===== src/rtl/hkspi_pkg.sv =====
// Shared constants and state encoding for the housekeeping SPI master sequencer.
package hkspi_pkg;
  localparam logic [7:0] HKSPI_CMD_WRITE = 8'h80;
  localparam logic [7:0] HKSPI_CMD_READ  = 8'h40;

  // Housekeeping register addresses
  localparam logic [7:0] PRODUCT_ID = 8'h03;
  localparam logic [7:0] EXT_RESET  = 8'h0b;

  typedef enum logic [2:0] {
    ST_IDLE, ST_SETUP, ST_CMD, ST_ADDR, ST_DATA, ST_HOLD, ST_GAP
  } hkspi_state_e;
endpackage


===== src/rtl/hkspi_bit_engine.sv =====
// Mode-0 bit engine: divides the clock into SCK low/high phases and shifts one byte
// MSB first, sampling SDO on the cycle SCK rises.
module hkspi_bit_engine #(
  parameter int CLK_DIV = 4
) (
  input  logic       clock,
  input  logic       reset,
  input  logic       start,
  input  logic [7:0] tx_byte,
  input  logic       sdo,
  output logic       active,
  output logic       byte_done,
  output logic       rx_last,
  output logic [7:0] rx_byte,
  output logic       sck,
  output logic       sdi
);
  logic [7:0] r_cnt;
  logic [2:0] r_bit;
  logic [6:0] r_shift;
  logic [6:0] r_rx;
  logic       r_active, r_sck, r_sdi;
  logic       w_tick;

  assign w_tick    = r_active && (r_cnt == 8'(CLK_DIV - 1));
  // byte_done is combinational so a following byte can start without a gap in the cadence
  assign byte_done = w_tick && r_sck && (r_bit == 3'd7);
  assign rx_last   = w_tick && !r_sck && (r_bit == 3'd7);
  assign rx_byte   = {r_rx, sdo};
  assign active    = r_active;
  assign sck       = r_sck;
  assign sdi       = r_sdi;

  always_ff @(posedge clock or posedge reset) begin
    if (reset) begin
      r_active <= 1'b0;
      r_cnt    <= '0;
      r_bit    <= '0;
      r_shift  <= '0;
      r_rx     <= '0;
      r_sck    <= 1'b0;
      r_sdi    <= 1'b0;
    end else if (start) begin
      r_active <= 1'b1;
      r_cnt    <= '0;
      r_bit    <= '0;
      r_sck    <= 1'b0;
      r_sdi    <= tx_byte[7];
      r_shift  <= tx_byte[6:0];
    end else if (r_active) begin
      if (w_tick) begin
        r_cnt <= '0;
        if (!r_sck) begin
          r_sck <= 1'b1;
          r_rx  <= rx_byte[6:0];
        end else begin
          r_sck <= 1'b0;
          if (r_bit == 3'd7) begin
            r_active <= 1'b0;
          end else begin
            r_bit   <= r_bit + 3'd1;
            r_sdi   <= r_shift[6];
            r_shift <= {r_shift[5:0], 1'b0};
          end
        end
      end else begin
        r_cnt <= r_cnt + 8'd1;
      end
    end
  end
endmodule


===== src/rtl/hkspi_master_seq.sv =====
// Housekeeping SPI master: turns one request into a CSB-framed command/address/data
// stream, with write-data flow control and read-data return.
module hkspi_master_seq
  import hkspi_pkg::*;
#(
  parameter int CLK_DIV  = 4,
  parameter int CS_SETUP = 2,
  parameter int CS_GAP   = 4,
  parameter int LEN_W    = 5
) (
  input  logic             clock,
  input  logic             reset,
  input  logic             req_valid,
  output logic             req_ready,
  input  logic             req_write,
  input  logic [7:0]       req_addr,
  input  logic [LEN_W-1:0] req_len,
  input  logic [7:0]       wr_data,
  input  logic             wr_valid,
  output logic             wr_ready,
  output logic [7:0]       rd_data,
  output logic             rd_valid,
  output logic             busy,
  output logic             done,
  output logic             spi_csb,
  output logic             spi_sck,
  output logic             spi_sdi,
  input  logic             spi_sdo
);
  hkspi_state_e     r_state, w_next;
  logic [7:0]       r_cnt;
  logic             r_write;
  logic [7:0]       r_addr;
  logic [LEN_W-1:0] r_len;
  logic             r_csb, r_ready, r_busy, r_done, r_rd_valid;
  logic [7:0]       r_rd_data;
  logic             r_sdo_meta, r_sdo_sync;

  logic       w_start, w_wr_ready, w_slot, w_in_frame;
  logic [7:0] w_tx, w_rx_byte;
  logic       w_eng_active, w_byte_done, w_rx_last;

  hkspi_bit_engine #(.CLK_DIV(CLK_DIV)) u_eng (
    .clock(clock), .reset(reset), .start(w_start), .tx_byte(w_tx), .sdo(r_sdo_sync),
    .active(w_eng_active), .byte_done(w_byte_done), .rx_last(w_rx_last),
    .rx_byte(w_rx_byte), .sck(spi_sck), .sdi(spi_sdi)
  );

  // Data-byte slot: end of address, end of a data byte, or a write stall waiting on wr_valid
  assign w_slot = ((r_state == ST_ADDR) && w_byte_done) ||
                  ((r_state == ST_DATA) && (w_byte_done || !w_eng_active));

  always_comb begin
    w_next     = r_state;
    w_start    = 1'b0;
    w_tx       = 8'h00;
    w_wr_ready = 1'b0;
    case (r_state)
      ST_IDLE:  if (req_valid && r_ready) w_next = ST_SETUP;
      ST_SETUP: if (r_cnt == 8'(CS_SETUP - 1)) begin
        w_start = 1'b1;
        w_tx    = r_write ? HKSPI_CMD_WRITE : HKSPI_CMD_READ;
        w_next  = ST_CMD;
      end
      ST_CMD: if (w_byte_done) begin
        w_start = 1'b1;
        w_tx    = r_addr;
        w_next  = ST_ADDR;
      end
      ST_ADDR, ST_DATA: if (w_slot) begin
        if (r_len == '0) begin
          w_next = ST_HOLD;
        end else begin
          w_next = ST_DATA;
          if (!r_write) begin
            w_start = 1'b1;
          end else if (wr_valid) begin
            w_start    = 1'b1;
            w_tx       = wr_data;
            w_wr_ready = 1'b1;
          end
        end
      end
      ST_HOLD: if (r_cnt == 8'(CLK_DIV - 1)) w_next = ST_GAP;
      ST_GAP:  if (r_cnt == 8'(CS_GAP - 1))  w_next = ST_IDLE;
      default: w_next = ST_IDLE;
    endcase
  end

  assign w_in_frame = (w_next == ST_SETUP) || (w_next == ST_CMD) || (w_next == ST_ADDR) ||
                      (w_next == ST_DATA)  || (w_next == ST_HOLD);

  always_ff @(posedge clock or posedge reset) begin
    if (reset) begin
      r_state    <= ST_IDLE;
      r_cnt      <= '0;
      r_write    <= 1'b0;
      r_addr     <= '0;
      r_len      <= '0;
      r_csb      <= 1'b1;
      r_ready    <= 1'b0;
      r_busy     <= 1'b0;
      r_done     <= 1'b0;
      r_rd_valid <= 1'b0;
      r_rd_data  <= '0;
      r_sdo_meta <= 1'b0;
      r_sdo_sync <= 1'b0;
    end else begin
      r_state    <= w_next;
      r_cnt      <= (w_next != r_state) ? 8'd0 : r_cnt + 8'd1;
      r_csb      <= !w_in_frame;
      r_ready    <= (w_next == ST_IDLE);
      r_busy     <= (w_next != ST_IDLE);
      r_done     <= (r_state == ST_HOLD) && (w_next == ST_GAP);
      r_sdo_meta <= spi_sdo;
      r_sdo_sync <= r_sdo_meta;
      if (r_state == ST_IDLE && w_next == ST_SETUP) begin
        r_write <= req_write;
        r_addr  <= req_addr;
        r_len   <= req_len;
      end else if (w_start && (r_state == ST_ADDR || r_state == ST_DATA)) begin
        r_len <= r_len - 1'b1;
      end
      r_rd_valid <= (r_state == ST_DATA) && !r_write && w_rx_last;
      if ((r_state == ST_DATA) && !r_write && w_rx_last) r_rd_data <= w_rx_byte;
    end
  end

  assign req_ready = r_ready;
  assign wr_ready  = w_wr_ready;
  assign rd_data   = r_rd_data;
  assign rd_valid  = r_rd_valid;
  assign busy      = r_busy;
  assign done      = r_done;
  assign spi_csb   = r_csb;
endmodule


===== config.mk =====
export PLATFORM = sky130hd
export DESIGN_NAME = hkspi_master_seq
export DESIGN_NICKNAME = d
export VERILOG_FILES = /design/src/rtl/hkspi_pkg.sv /design/src/rtl/hkspi_bit_engine.sv /design/src/rtl/hkspi_master_seq.sv
export SDC_FILE = /design/constraint.sdc
export NUM_CORES = 1
export LEC_CHECK = 0
export ABC_AREA = 1
export CAP_MARGIN = 5
export CELL_PAD_IN_SITES_DETAIL_PLACEMENT = 2
export CELL_PAD_IN_SITES_GLOBAL_PLACEMENT = 2
export CORE_MARGIN = 4
export CORE_UTILIZATION = 32
export DETAILED_ROUTE_END_ITERATION = 16
export GPL_TIMING_DRIVEN = 0
export PLACE_DENSITY = 0.9
export SETUP_SLACK_MARGIN = 0.05
export SLEW_MARGIN = 10
export SYNTH_ARGS = -nofsm -noshare
export SYNTH_HDL_FRONTEND = slang
export SYNTH_HIERARCHICAL = 1
export SYNTH_SLANG_ARGS = --single-unit

===== constraint.sdc =====
create_clock -name clock -period 3.4 [get_ports clock]
set_input_delay 1.02 -clock clock [delete_from_list [all_inputs] [get_ports clock]]
set_output_delay 1.02 -clock clock [all_outputs]
set_load 0.005 [all_outputs]

### Word level (Yosys, flattened, before mapping)

Cells that the tools add are included.

| word-level totals | value |
|---|---|
| bits in registers | 68 |
| bits of input ports | 27 |
| output and inout port bits | 16 |
| logic and storage cells | 137 |

| operators by class | value |
|---|---|
| $add $sub $neg | 4 |
| equal/unequal tests | 18 |
| muxes and demuxes | 57 |
| bitwise gates (word level) | 2 |
| reduce and logical (&&, ||, !) cells | 36 |

Operators by type and width:

| cell | count |
|---|---|
| 8-bit 2-to-1 mux | 11 |
| 7-bit 2-to-1 mux | 5 |
| 3-bit 2-to-1 mux | 11 |
| 1-bit 2-to-1 mux | 25 |
| 8-bit one-hot mux with 3 select lines | 1 |
| 3-bit equality test, second input constant | 7 |
| 3-bit one-hot mux with 6 select lines | 1 |
| 8-bit by 1-bit adder with 8-bit output, second input constant | 2 |
| 8-bit by 2-bit equality test with 1-bit output, second input constant | 2 |
| 1-bit logical AND | 13 |
| 3-bit by 2-bit equality test with 1-bit output, second input constant | 4 |
| 5-bit 2-to-1 mux | 2 |
| 8-bit by 1-bit equality test with 1-bit output, second input constant | 1 |
| 4-bit AND reduction | 2 |
| 2-bit nonzero test | 4 |
| 1-bit logical OR | 7 |
| 3-bit by 1-bit equality test with 1-bit output, second input constant | 2 |
| 3-bit logical NOT | 2 |
| 5-bit logical NOT | 1 |
| 5-bit by 1-bit subtractor with 5-bit output, second input constant | 1 |
| 1-bit logical NOT | 4 |
| 3-bit by 1-bit adder with 3-bit output, second input constant | 1 |
| 3-bit inequality test | 1 |
| 1-bit one-hot mux with 3 select lines | 1 |
| 5 further kinds | 6 |

### Logic depth before layout (Yosys ltp)

Gate-level depths: netlist of the first run.

| logic depth | value |
|---|---|
| depth after elaboration | 15 |
| gate-level depth with buffers | 22 |
| depth with buffers taken out | 20 |

### Cells and area by module

Netlist of the first run, hierarchy kept.

Modules (own cells, without submodules):

| module | times used | cells each | area each (µm²) | sequential area each (µm²) |
|---|---|---|---|---|
| hkspi_master_seq | 1 | 240 | 2,014.4 | 1,002.2 |
| hkspi_bit_engine | 1 | 194 | 1,420.1 | 700.7 |

### Least setup slack after synthesis of the first run

Ideal clock, no wire load.

| timing path | value |
|---|---|
| path kind | flip-flop to output port |
| start | reg u_eng.r_cnt[0] |
| end | out wr_ready |
| arrival | 1.754 ns |
| data required time | 2.380 ns |
| setup slack | 0.626 ns |
| stages on the path, launching flop included | 13 |
| buffers on the path | 1 |
| cell sequence | dfrtp_1 ha_1 nand3_1 nor2_4 nand2_1 nor2_1 buf_6 inv_1 nand2_1 nand3_1 nand2_2 nand2_2 nor3_4 |

| between the ends | value |
|---|---|
| word-level cells in the longest chain between the ends | 9 |
| elaborated cells on any way between the ends | 10 |
| classes of those cells | 1 x eq/ne; 2 x mux; 7 x reduce/logical |

Ends and longest elaborated chain:

| what | line | text |
|---|---|---|
| start: declaration | hkspi_bit_engine.sv:18 | `logic [7:0] r_cnt;` |
| start signal: assignment | hkspi_bit_engine.sv:67 | `r_cnt <= r_cnt + 8'd1;` |
| 8-bit by 2-bit equality test with 1-bit output * | hkspi_bit_engine.sv:25 | `assign w_tick = r_active && (r_cnt == 8'(CLK_DIV - 1));` |
| 1-bit logical AND * | hkspi_bit_engine.sv:25 |  |
| 1-bit logical AND * (2 in series) | hkspi_bit_engine.sv:27 | `assign byte_done = w_tick && r_sck && (r_bit == 3'd7);` |
| via w_byte_done | hkspi_master_seq.sv:41 | `logic w_eng_active, w_byte_done, w_rx_last;` |
| 1-bit logical OR | hkspi_master_seq.sv:51 | `((r_state == ST_DATA) && (w_byte_done \|\| !w_eng_active));` |
| 1-bit logical AND | hkspi_master_seq.sv:51 |  |
| 1-bit logical OR * | hkspi_master_seq.sv:50 | `assign w_slot = ((r_state == ST_ADDR) && w_byte_done) \|\|` |
| 1-bit 2-to-1 mux * | hkspi_master_seq.sv:70 | `ST_ADDR, ST_DATA: if (w_slot) begin` |
| 1-bit 2-to-1 mux * | hkspi_master_seq.sv:58 | `case (r_state)` |
| end: declaration | hkspi_master_seq.sv:20 | `output logic wr_ready,` |

Mark *: on every way through the listed nets, which the timed path passes. The rest lies on a longest branch.

### Worst setup path in the final report of the first run

Ends and elaborated chain as after synthesis.

==> results of run 1 <==
-- critical path, stage by stage (launching register included) --
cell     delay, ns
dfrtp_1       0.43
ha_4          0.20
nand3_4       0.08
nor2_4        0.13
nand2_2       0.09
nor2_4        0.11
buf_6         0.11
inv_1         0.06
nand2_1       0.08
nand3_2       0.12
nand2_4       0.11
nand2_4       0.08
nor3_4        0.18
buf_2         0.15
-- cell usage after synthesis, types with 2 or more instances --
master    count
xnor2_1       3
nand2_1     169
nor2_2        4
inv_2         4
inv_1        35
xor2_1        7
a21oi_1       2
ha_1          7
nand2_2       5
nor2_4        2
buf_4         2
nor2_1       47
nor3_4        2
nand3_1      37
nand3_2       2
o211ai_1      6
nor3_1        5
o21ai_0      11
dfrtp_1      67
buf_2         4
nand4_1       4
buf_6         2
-- cell families (layout without fill, tap and decap cells) --
family / Yosys count / in the layout / share of synthesized area (%)
flops: 68 / 68 / 49.6
fa+ha+maj: 7 / 7 / 2.55
buf+inv: 49 / 121 / 6.16
xor+xnor: 10 / 10 / 2.55
compound gates: 19 / 19 / 3.21
simple gates: 281 / 281 / 36.0
-- layer usage --
metal	vias up	GRT usage [%]	share of wire, %	routed length, um
li1	1490	-	-	-
met1	1564	20.8	41	4640
met2	49	33.0	55	6210
met3	14	3.32	2.6	296
met4	0	4.87	1.7	195
met5	-	0	0	0
-- timing repair --
action                                 CTS  global route
gates resized for setup                  8            16
endpoints found under the hold margin    0             0
buffers inserted                         7             8
setup endpoints to repair               16            26
pin swaps                                3             7
-- power breakdown --
group | internal [uW] | switching (uW) | leakage, uW | total [uW]
clock | 329 | 313 | 0.0000890 | 642
sequential | 813 | 3.64 | 0.000827 | 817
combinational | 30.5 | 25.2 | 0.00137 | 55.7
total | 1170 | 342 | 0.00229 | 1510
-- state kept, by name, indices dropped and copies added, names as in the netlist, 3 cells and up --
| name | flops |
|---|---|
| r_addr | 8 |
| r_cnt | 8 |
| rd_data | 8 |
| u_eng/r_cnt | 8 |
| u_eng/r_rx | 7 |
| u_eng/r_shift | 7 |
| r_len | 5 |
| r_state | 3 |
| u_eng/r_bit | 3 |
-- cell usage in the layout (no fill, tap or decap), types with 3 or more instances in the layout --
cell and instances:
nand4_1 4, nand3_1 33, buf_4 17, buf_2 5, clkdlybuf4s50_1 41, o21ai_0 11
inv_1 31, nor2_2 5, nand2_2 4, clkbuf_8 9, o211ai_1 6, xnor2_1 3
dfrtp_1 65, inv_2 7, nor2_4 4, xor2_1 7, ha_1 6, nand3_2 5
nor3_1 5, clkbuf_1 3, nor2_1 44, nand2_1 168
-- per-stage QoR --
| step | setup WS [ns] | TNS [ns] |
|---|---|---|
| finish | 0.107 | 0 |
| global route | -0.0456 | -0.0456 |
| CTS | 0.0635 | 0 |
| detailed placement | -0.452 | -1.26 |
| global placement | -0.323 | -0.323 |
| floorplan | 0.626 | 0 |
-- layout make-up --
class,count,area (um2)
fillers,1202,5970
well taps,136,170
multi-input cells,317,1590
repair buffers,58,548
clock inverters,3,40.0
flip-flops and latches,68,1710
clock buffers,11,131
inverters,40,150
plain buffers,9,61.3
-- final timing paths --
path	slack, ns	to	start
max	0.11	wr_ready	u_eng/r_cnt[0]
min reg2reg	0.36	r_sdo_sync	r_sdo_meta
max in group asynchronous	1.67	u_eng/active	reset
min	0.36	r_sdo_sync	r_sdo_meta
min in group asynchronous	1.03	r_state[1]	reset
max reg2reg	0.25	u_eng/r_shift[6]	u_eng/r_bit[0]
==> out/results.ini, run 1 <==
[status]
status=complete, no violations

[placed_design]
dpl-instance-area_um2=4050
gp_congestion=0.812
dpl.hpwl_um=7620
dpl.cell_count=613
io_buffers=42

[finish]
final_nets=537
drive_gt1_share_pct=14.8
antenna_cells=0
area_delta_synth_final_pct=28.1
fin_util_pct=42.4
final_area_um2=4400
finalNonFillerCells=642

[die]
die_x_um=112
initial_utilization_pct=33.1
row_count=37
dieArea_um2=12500
boundaryPins=43
core_region_area_um2=10400
die_height_um=112

[global_routing]
grt_pass1_wl_um=17700
antenna_found_initial=0
grt_pass1_vias=3473
grt_usage_pct=17.8
gr-total-overflow=0
grt_max_degree=29

[clock_network]
cts_made_buffers=9
worstSkewPairLatency_ns=0.35
ctsHtreeMaxLevel=3
clk_path_buf_depth=2
cts_tree=done
path_clk_slew_ns=0.07
clock-sinks=68
cts_root_buffer=clkbuf_8
cts.hold.buffers_added=0

[timing]
slew_violations=0
period_share_pct=96.8
hold_violations=0
setup_viol=0
layout_min_cycle_time_ns=3.29
relSlewSlack_pct=29.6
max_slew.worst_pin.slew_ns=1.05
clock-skew-final_ns=0.0114
timing.hold.ws_ns=0.362
fmax_mhz=304

[critical_path]
r2r_cells=21
start_kind=flip-flop
cp.arrival_ns=2.27
required_ns=2.38
end_kind=output port
crit_type=flip-flop to output port
worst-path-max-fanout=3

[route]
drc=0
num_vias=3117
wirelength_um=11300
ant_nets=0
drt-vias-per-instance=4.86
drtIter0Drc=106
first_pass_iters=4
wl_per_cell_um=17.7

[synth]
ys.flop_type=dfrtp_1
ys_ff_latch=68
synth_nets=468
ys_types=29
synth.area.top_cells=dfrtp_1 (49%), nand2_1 (18%), nand3_1 (5.4%)
yosysSeqAreaShare_pct=49.6
syn-cell-area_um2=3430
synth-edff-count=0
async_reset_ff_share_pct=100
ys_warn_count=6
yosys.area.top_type_share_pct=48.8
yosysTopAreaCell=dfrtp_1
syn_avg_cell_area_um2=7.91
synthCells=434

[hold_path]
worstHoldPathType=flip-flop to flip-flop
hold-path-cell-count=0

[pwr]
vdd_drop_max_v=0.000143
p_leak_uw=0.00229
p_per_area_nw_per_um2=344
p_total_uw=1510

[run]
cap_viol_max_count=0

No activity file was read; power rests on OpenSTA's default activity.
==> run 2: changes to the inputs <==
--- a/config.mk
+++ b/config.mk
@@ -9,11 +9,10 @@
 export CAP_MARGIN = 5
 export CELL_PAD_IN_SITES_DETAIL_PLACEMENT = 2
 export CELL_PAD_IN_SITES_GLOBAL_PLACEMENT = 2
-export CORE_MARGIN = 4
-export CORE_UTILIZATION = 32
+export CORE_UTILIZATION = 35
 export DETAILED_ROUTE_END_ITERATION = 16
 export GPL_TIMING_DRIVEN = 0
-export PLACE_DENSITY = 0.9
+export PLACE_DENSITY = 0.95
 export SETUP_SLACK_MARGIN = 0.05
 export SLEW_MARGIN = 10
 export SYNTH_ARGS = -nofsm -noshare
==> constraint.sdc (replaced) <==
create_clock -name clock -period 3.9 [get_ports clock]
set_input_delay 1.17 -clock clock [delete_from_list [all_inputs] [get_ports clock]]
set_output_delay 1.17 -clock clock [all_outputs]
set_load 0.005 [all_outputs]
==> run 2 against run 1 <==
Largest power group is now the clock network. Sequential share of layout area rose by 0.77 points. Global-route usage rose by 5.0 points. Worst hold slack improved by 0.0087 ns. Clock skew fell by 0.0030 ns. Total power fell by 0.76%. Register-to-register slack improved by 0.18 ns. Die area fell by 18%. Critical path depth did not move. Non-clock buffer count fell by 12. Clock power rose by 16%. Design area fell by 2.0%. Wire length fell by 7.3%.
==> out/results.ini, run 2 (synthesized netlist as in run 1, its figures left out) <==
[route]
drc=0
wirelength_um=10500
drtIter0Drc=92
num_vias=3144
ant_nets=0
wl_per_cell_um=16.8
first_pass_iters=4
drt-vias-per-instance=5.03

[finish]
drive_gt1_share_pct=11.3
mostFrequentLayoutCell=nand2_1
regArea_um2=1700
final_nets=525
final_cell_mix=nand2_1 (169), dfrtp_1 (66), nor2_1 (46)
multi_input_area_um2=1530
antenna_cells=0
nFillCells=1110
area_delta_synth_final_pct=25.5

[critical_path]
start_kind=flip-flop
crit_type=flip-flop to output port
required_ns=2.73
worst-path-max-fanout=10
cp.arrival_ns=2.48
end_kind=output port

[placed_design]
post-place-ws_ns=-0.113
dpl.hpwl_um=7710
gp_congestion=0.766
io_buffers=42

[timing]
layout_min_cycle_time_ns=3.65
max_slew.worst_pin.slew_ns=1.11
relSlewSlack_pct=25.6
clock-skew-final_ns=0.00850
period_share_pct=93.7
setup_viol=0
grt_setup_unrepaired=no
fmax_mhz=274
hold_violations=0
slew_violations=0
setup_ws_ns=0.248

[die]
initial_utilization_pct=36.6
row_count=35
dieArea_um2=10200
core_region_area_um2=9370
die_x_um=101
boundaryPins=43
die_height_um=101

[clock_network]
cts_tree=done
cts.hold.buffers_added=0
path_clk_slew_ns=0.08
cts_root_buffer=clkbuf_8
clock-sinks=68
ctsHtreeMaxLevel=3
cts_made_buffers=9
worstSkewPairLatency_ns=0.35
clk_path_buf_depth=2

[pwr]
vdd_drop_max_v=0.000140
p_per_area_nw_per_um2=349
p_leak_uw=0.00223
p_total_uw=1500

[global_routing]
grt_pass1_wl_um=17700
grt_max_degree=39
gr-total-overflow=0
grt_usage_pct=22.7
antenna_found_initial=0
grt_pass1_vias=3575

[status]
status=complete, no violations

[hold_path]
worstHoldPathType=flip-flop to flip-flop

[run]
cap_viol_max_count=0

==> run 2: cell count changes in the layout (fill, tap and decap cells not counted), sizes merged <==
cell / before / now
buf: 25 / 12
inv: 38 / 39
clkbuf: 12 / 10
dlygate4sd2: 0 / 1
clkinvlp: 0 / 1
bufinv: 1 / 3
==> run 2: repair_timing <==
action,4_1_cts,5_1_grt
gates resized for setup,3,2
setup endpoints to repair,1,1
pin swaps,2,1
buffers inserted,3,0
==> run 2: report_power, final <==
part / internal, uW / total (uW) / switching, uW / leakage [uW]
sequential: 709 / 712 / 3.53 / 0.000827
combinational: 26.7 / 48.6 / 21.9 / 0.00129
clock: 429 / 742 / 313 / 0.000120
==> run 2: layout make-up <==
type                            instances  share of cell area, %
Clock buffer                            9                   2.87
Inverter                               40                   3.48
Multi-Input combinational cell        317                   35.4
Tap cell                              129                   3.74
Clock inverter                          7                   2.87
Timing Repair Buffer                   46                   10.7
Sequential cell                        68                   39.5
Buffer                                  9                   1.42
==> run 2: path summary, 6_finish.rpt <==
check                               startpoint              to  slack [ns]  depth (start not counted)
worst max-delay path            u_eng/r_cnt[1]        wr_ready        0.25                         13
worst min-delay path                r_sdo_meta      r_sdo_sync        0.37                          0
worst max register to register  u_eng/r_cnt[1]  u_eng/r_bit[1]        0.43                         22
worst min register to register      r_sdo_meta      r_sdo_sync        0.37                          0
max in group asynchronous                reset  u_eng/r_cnt[4]        2.02                          2
min in group asynchronous                reset      rd_data[5]        1.04                          2
==> run 2: metrics by stage <==
stage / hold WS [ns] / instances / setup TNS, ns / utilization (%) / area, um2
finish: 0.371 / 625 / 0 / 46.0 / 4310
global route: 0.395 / 625 / 0 / 46.0 / 4310
CTS: 0.380 / 625 / 0 / 46.0 / 4310
detailed placement: 0.346 / 606 / -0.113 / 43.1 / 4040
global placement: 0.340 / 605 / 0 / 42.9 / 4020
floorplan: 0.331 / 434 / 0 / - / 3430
==> run 2: worst max-delay path, cell delays in order, from the launching register on <==
cell and delay, ns:
dfrtp_1 0.39, ha_2 0.20, nand3_1 0.13, nor2_4 0.13, nand2_1 0.09, nor2_2 0.12
buf_6 0.16, inv_1 0.08, nand2_1 0.07, nand3_1 0.11, nand2_2 0.12, nand2_2 0.10
nor3_4 0.17, dlygate4sd2_1 0.26
==> run 2: metal layers <==
| layer | vias to the layer above | wire (um) | GRT usage (%) |
|---|---|---|---|
| met2 | 78 | 5650 | 42.1 |
| met4 | 0 | 195 | 8.03 |
| met1 | 1572 | 4340 | 26.3 |
| met3 | 19 | 320 | 3.54 |
| li1 | 1475 | - | - |
| met5 | - | 0 | 0 |
==> run 3: changes to the inputs <==
--- a/config.mk
+++ b/config.mk
@@ -12,7 +12,7 @@
 export CORE_UTILIZATION = 35
 export DETAILED_ROUTE_END_ITERATION = 16
 export GPL_TIMING_DRIVEN = 0
-export PLACE_DENSITY = 0.95
+export PLACE_DENSITY = 0.93
 export SETUP_SLACK_MARGIN = 0.05
 export SLEW_MARGIN = 10
 export SYNTH_ARGS = -nofsm -noshare
==> run 3 against run 2 <==
Clock power fell by 25%. Critical path depth did not move. Global-route usage rose by 0.37 points. Cell count rose by 0.32%. Register-to-register slack improved by 0.19 ns. Design area fell by 1.2%. Clock skew rose by 0.00063 ns. Combinational power barely moved. Non-clock buffer count rose by 2. Sequential cell count did not move. Critical endpoint unchanged. Highest routed layer unchanged.
==> out/results.ini, run 3 (synthesized netlist as in run 1, its figures left out) <==
[status]
status=complete, no violations

[timing]
slew_violations=0
period_share_pct=92.5
fmax_mhz=277
max_slew.worst_pin.slew_ns=1.08
setup_viol=0
grt_setup_unrepaired=no
setup_ws_ns=0.291
tns_ns=0
clock-skew-final_ns=0.00913
hold_violations=0
relSlewSlack_pct=27.6
layout_min_cycle_time_ns=3.61

[global_routing]
grt_pass1_wl_um=17900
grt_usage_pct=23.1
grt_max_degree=39
grt_pass1_vias=3567
antenna_found_initial=0
gr-total-overflow=0

[clock_network]
cts_made_buffers=9
worstSkewPairLatency_ns=0.35
path_clk_slew_ns=0.08
cts.hold.buffers_added=0
cts_root_buffer=clkbuf_8
ctsHtreeMaxLevel=3
clock-sinks=68
clk_path_buf_depth=2
cts_tree=done

[finish]
final_area_um2=4260
area_delta_synth_final_pct=24.0
antenna_cells=0
drive_gt1_share_pct=11.6
final_cell_mix=nand2_1 (169), dfrtp_1 (65), nor2_1 (47)
mostFrequentLayoutCell=nand2_1
fin_util_pct=45.4
final_nets=527

[pwr]
clock_power_share_pct=42.3
p_leak_uw=0.00221
vdd_drop_max_v=0.000141
combPwrFrac_pct=3.7
p_total_uw=1320
pwr-share-seq_pct=54.0
p_int_uw=974
p_sw_uw=345
swShare_pct=26.2
p_per_area_nw_per_um2=310

[placed_design]
dpl-instance-area_um2=4040
gp_congestion=0.785
io_buffers=42
dpl.hpwl_um=7210
post-place-ws_ns=-0.0241

[critical_path]
cp.arrival_ns=2.44
r2r_slack_ns=0.62
start_kind=flip-flop
end_kind=output port
worst-path-max-fanout=10
crit_type=flip-flop to output port
required_ns=2.73

[hold_path]
worstHoldPathType=flip-flop to flip-flop

[route]
wirelength_um=10500
num_vias=3160
drt-vias-per-instance=5.04
first_pass_iters=4
wl_per_cell_um=16.7
drc=0
drtIter0Drc=105
ant_nets=0

[run]
cap_viol_max_count=0

[die]
row_count=35
dieArea_um2=10200
die_height_um=101
core_region_area_um2=9370
boundaryPins=43
die_x_um=101
initial_utilization_pct=36.6

-- run 3: cell types whose count changed in the layout (fill, tap and decap cells not counted) --
cell | before | now
buf_4 | 5 | 7
bufinv_16 | 3 | 0
clkinv_4 | 2 | 1
clkinvlp_4 | 1 | 3
dfrtp_1 | 66 | 65
dfrtp_2 | 1 | 2
inv_6 | 1 | 3
nor2_1 | 46 | 47
nor2_2 | 5 | 4
-- run 3: worst paths after layout --
kind                                 from                to  cells after the start
max in group asynchronous           reset    u_eng/r_cnt[2]                      2
max reg2reg                u_eng/r_cnt[0]  u_eng/r_shift[6]                     22
min reg2reg                    r_sdo_meta        r_sdo_sync                      0
min in group asynchronous           reset        rd_data[6]                      2
max                        u_eng/r_cnt[0]          wr_ready                     13
min                            r_sdo_meta        r_sdo_sync                      0
-- run 3: critical path, cell delays in order, from the launching register on --
cell           delay, ns
dfrtp_1             0.38
ha_2                0.20
nand3_1             0.12
nor2_4              0.13
nand2_1             0.09
nor2_1              0.13
buf_6               0.16
inv_1               0.07
nand2_1             0.06
nand3_1             0.11
nand2_2             0.12
nand2_2             0.09
nor3_4              0.16
dlygate4sd2_1       0.26
-- run 3: area by class of cell --
class	count	area, um2
Timing Repair Buffer	48	477
Tap cell	129	161
Inverter	40	150
Buffer	9	61.3
Fill cell	1122	5110
Clock inverter	7	57.6
Sequential cell	68	1710
Clock buffer	9	124
Multi-Input combinational cell	317	1520
-- run 3: per-layer routing --
| metal | wire length, um | global-route usage, % |
|---|---|---|
| met5 | 0 | 0 |
| met4 | 328 | 10.8 |
| met3 | 253 | 3.40 |
| met2 | 5530 | 42.4 |
| met1 | 4380 | 26.2 |
-- run 3: stage by stage --
step,hold WS [ns],std cells
after global placement,0.338,605
after floorplan,0.331,434
final,0.362,627
after CTS,0.369,627
after global routing,0.385,627
after detailed placement,0.348,606
-- run 3: power groups by stage --
| stage | combinational [uW] | sequential (uW) | clock, uW |
|---|---|---|---|
| global route | 54.4 | 713 | 599 |
| CTS | 50.2 | 712 | 577 |
| floorplan | 14.0 | 725 | 0 |
| global placement | 45.0 | 726 | 0 |
| detailed placement | 49.7 | 726 | 0 |
| finish | 48.3 | 712 | 558 |
-- run 3: what timing repair did --
item	4_1_cts	5_1_grt
pin swaps	2	1
buffers inserted	5	0
endpoints found under the setup margin	1	1
resized for setup	4	1
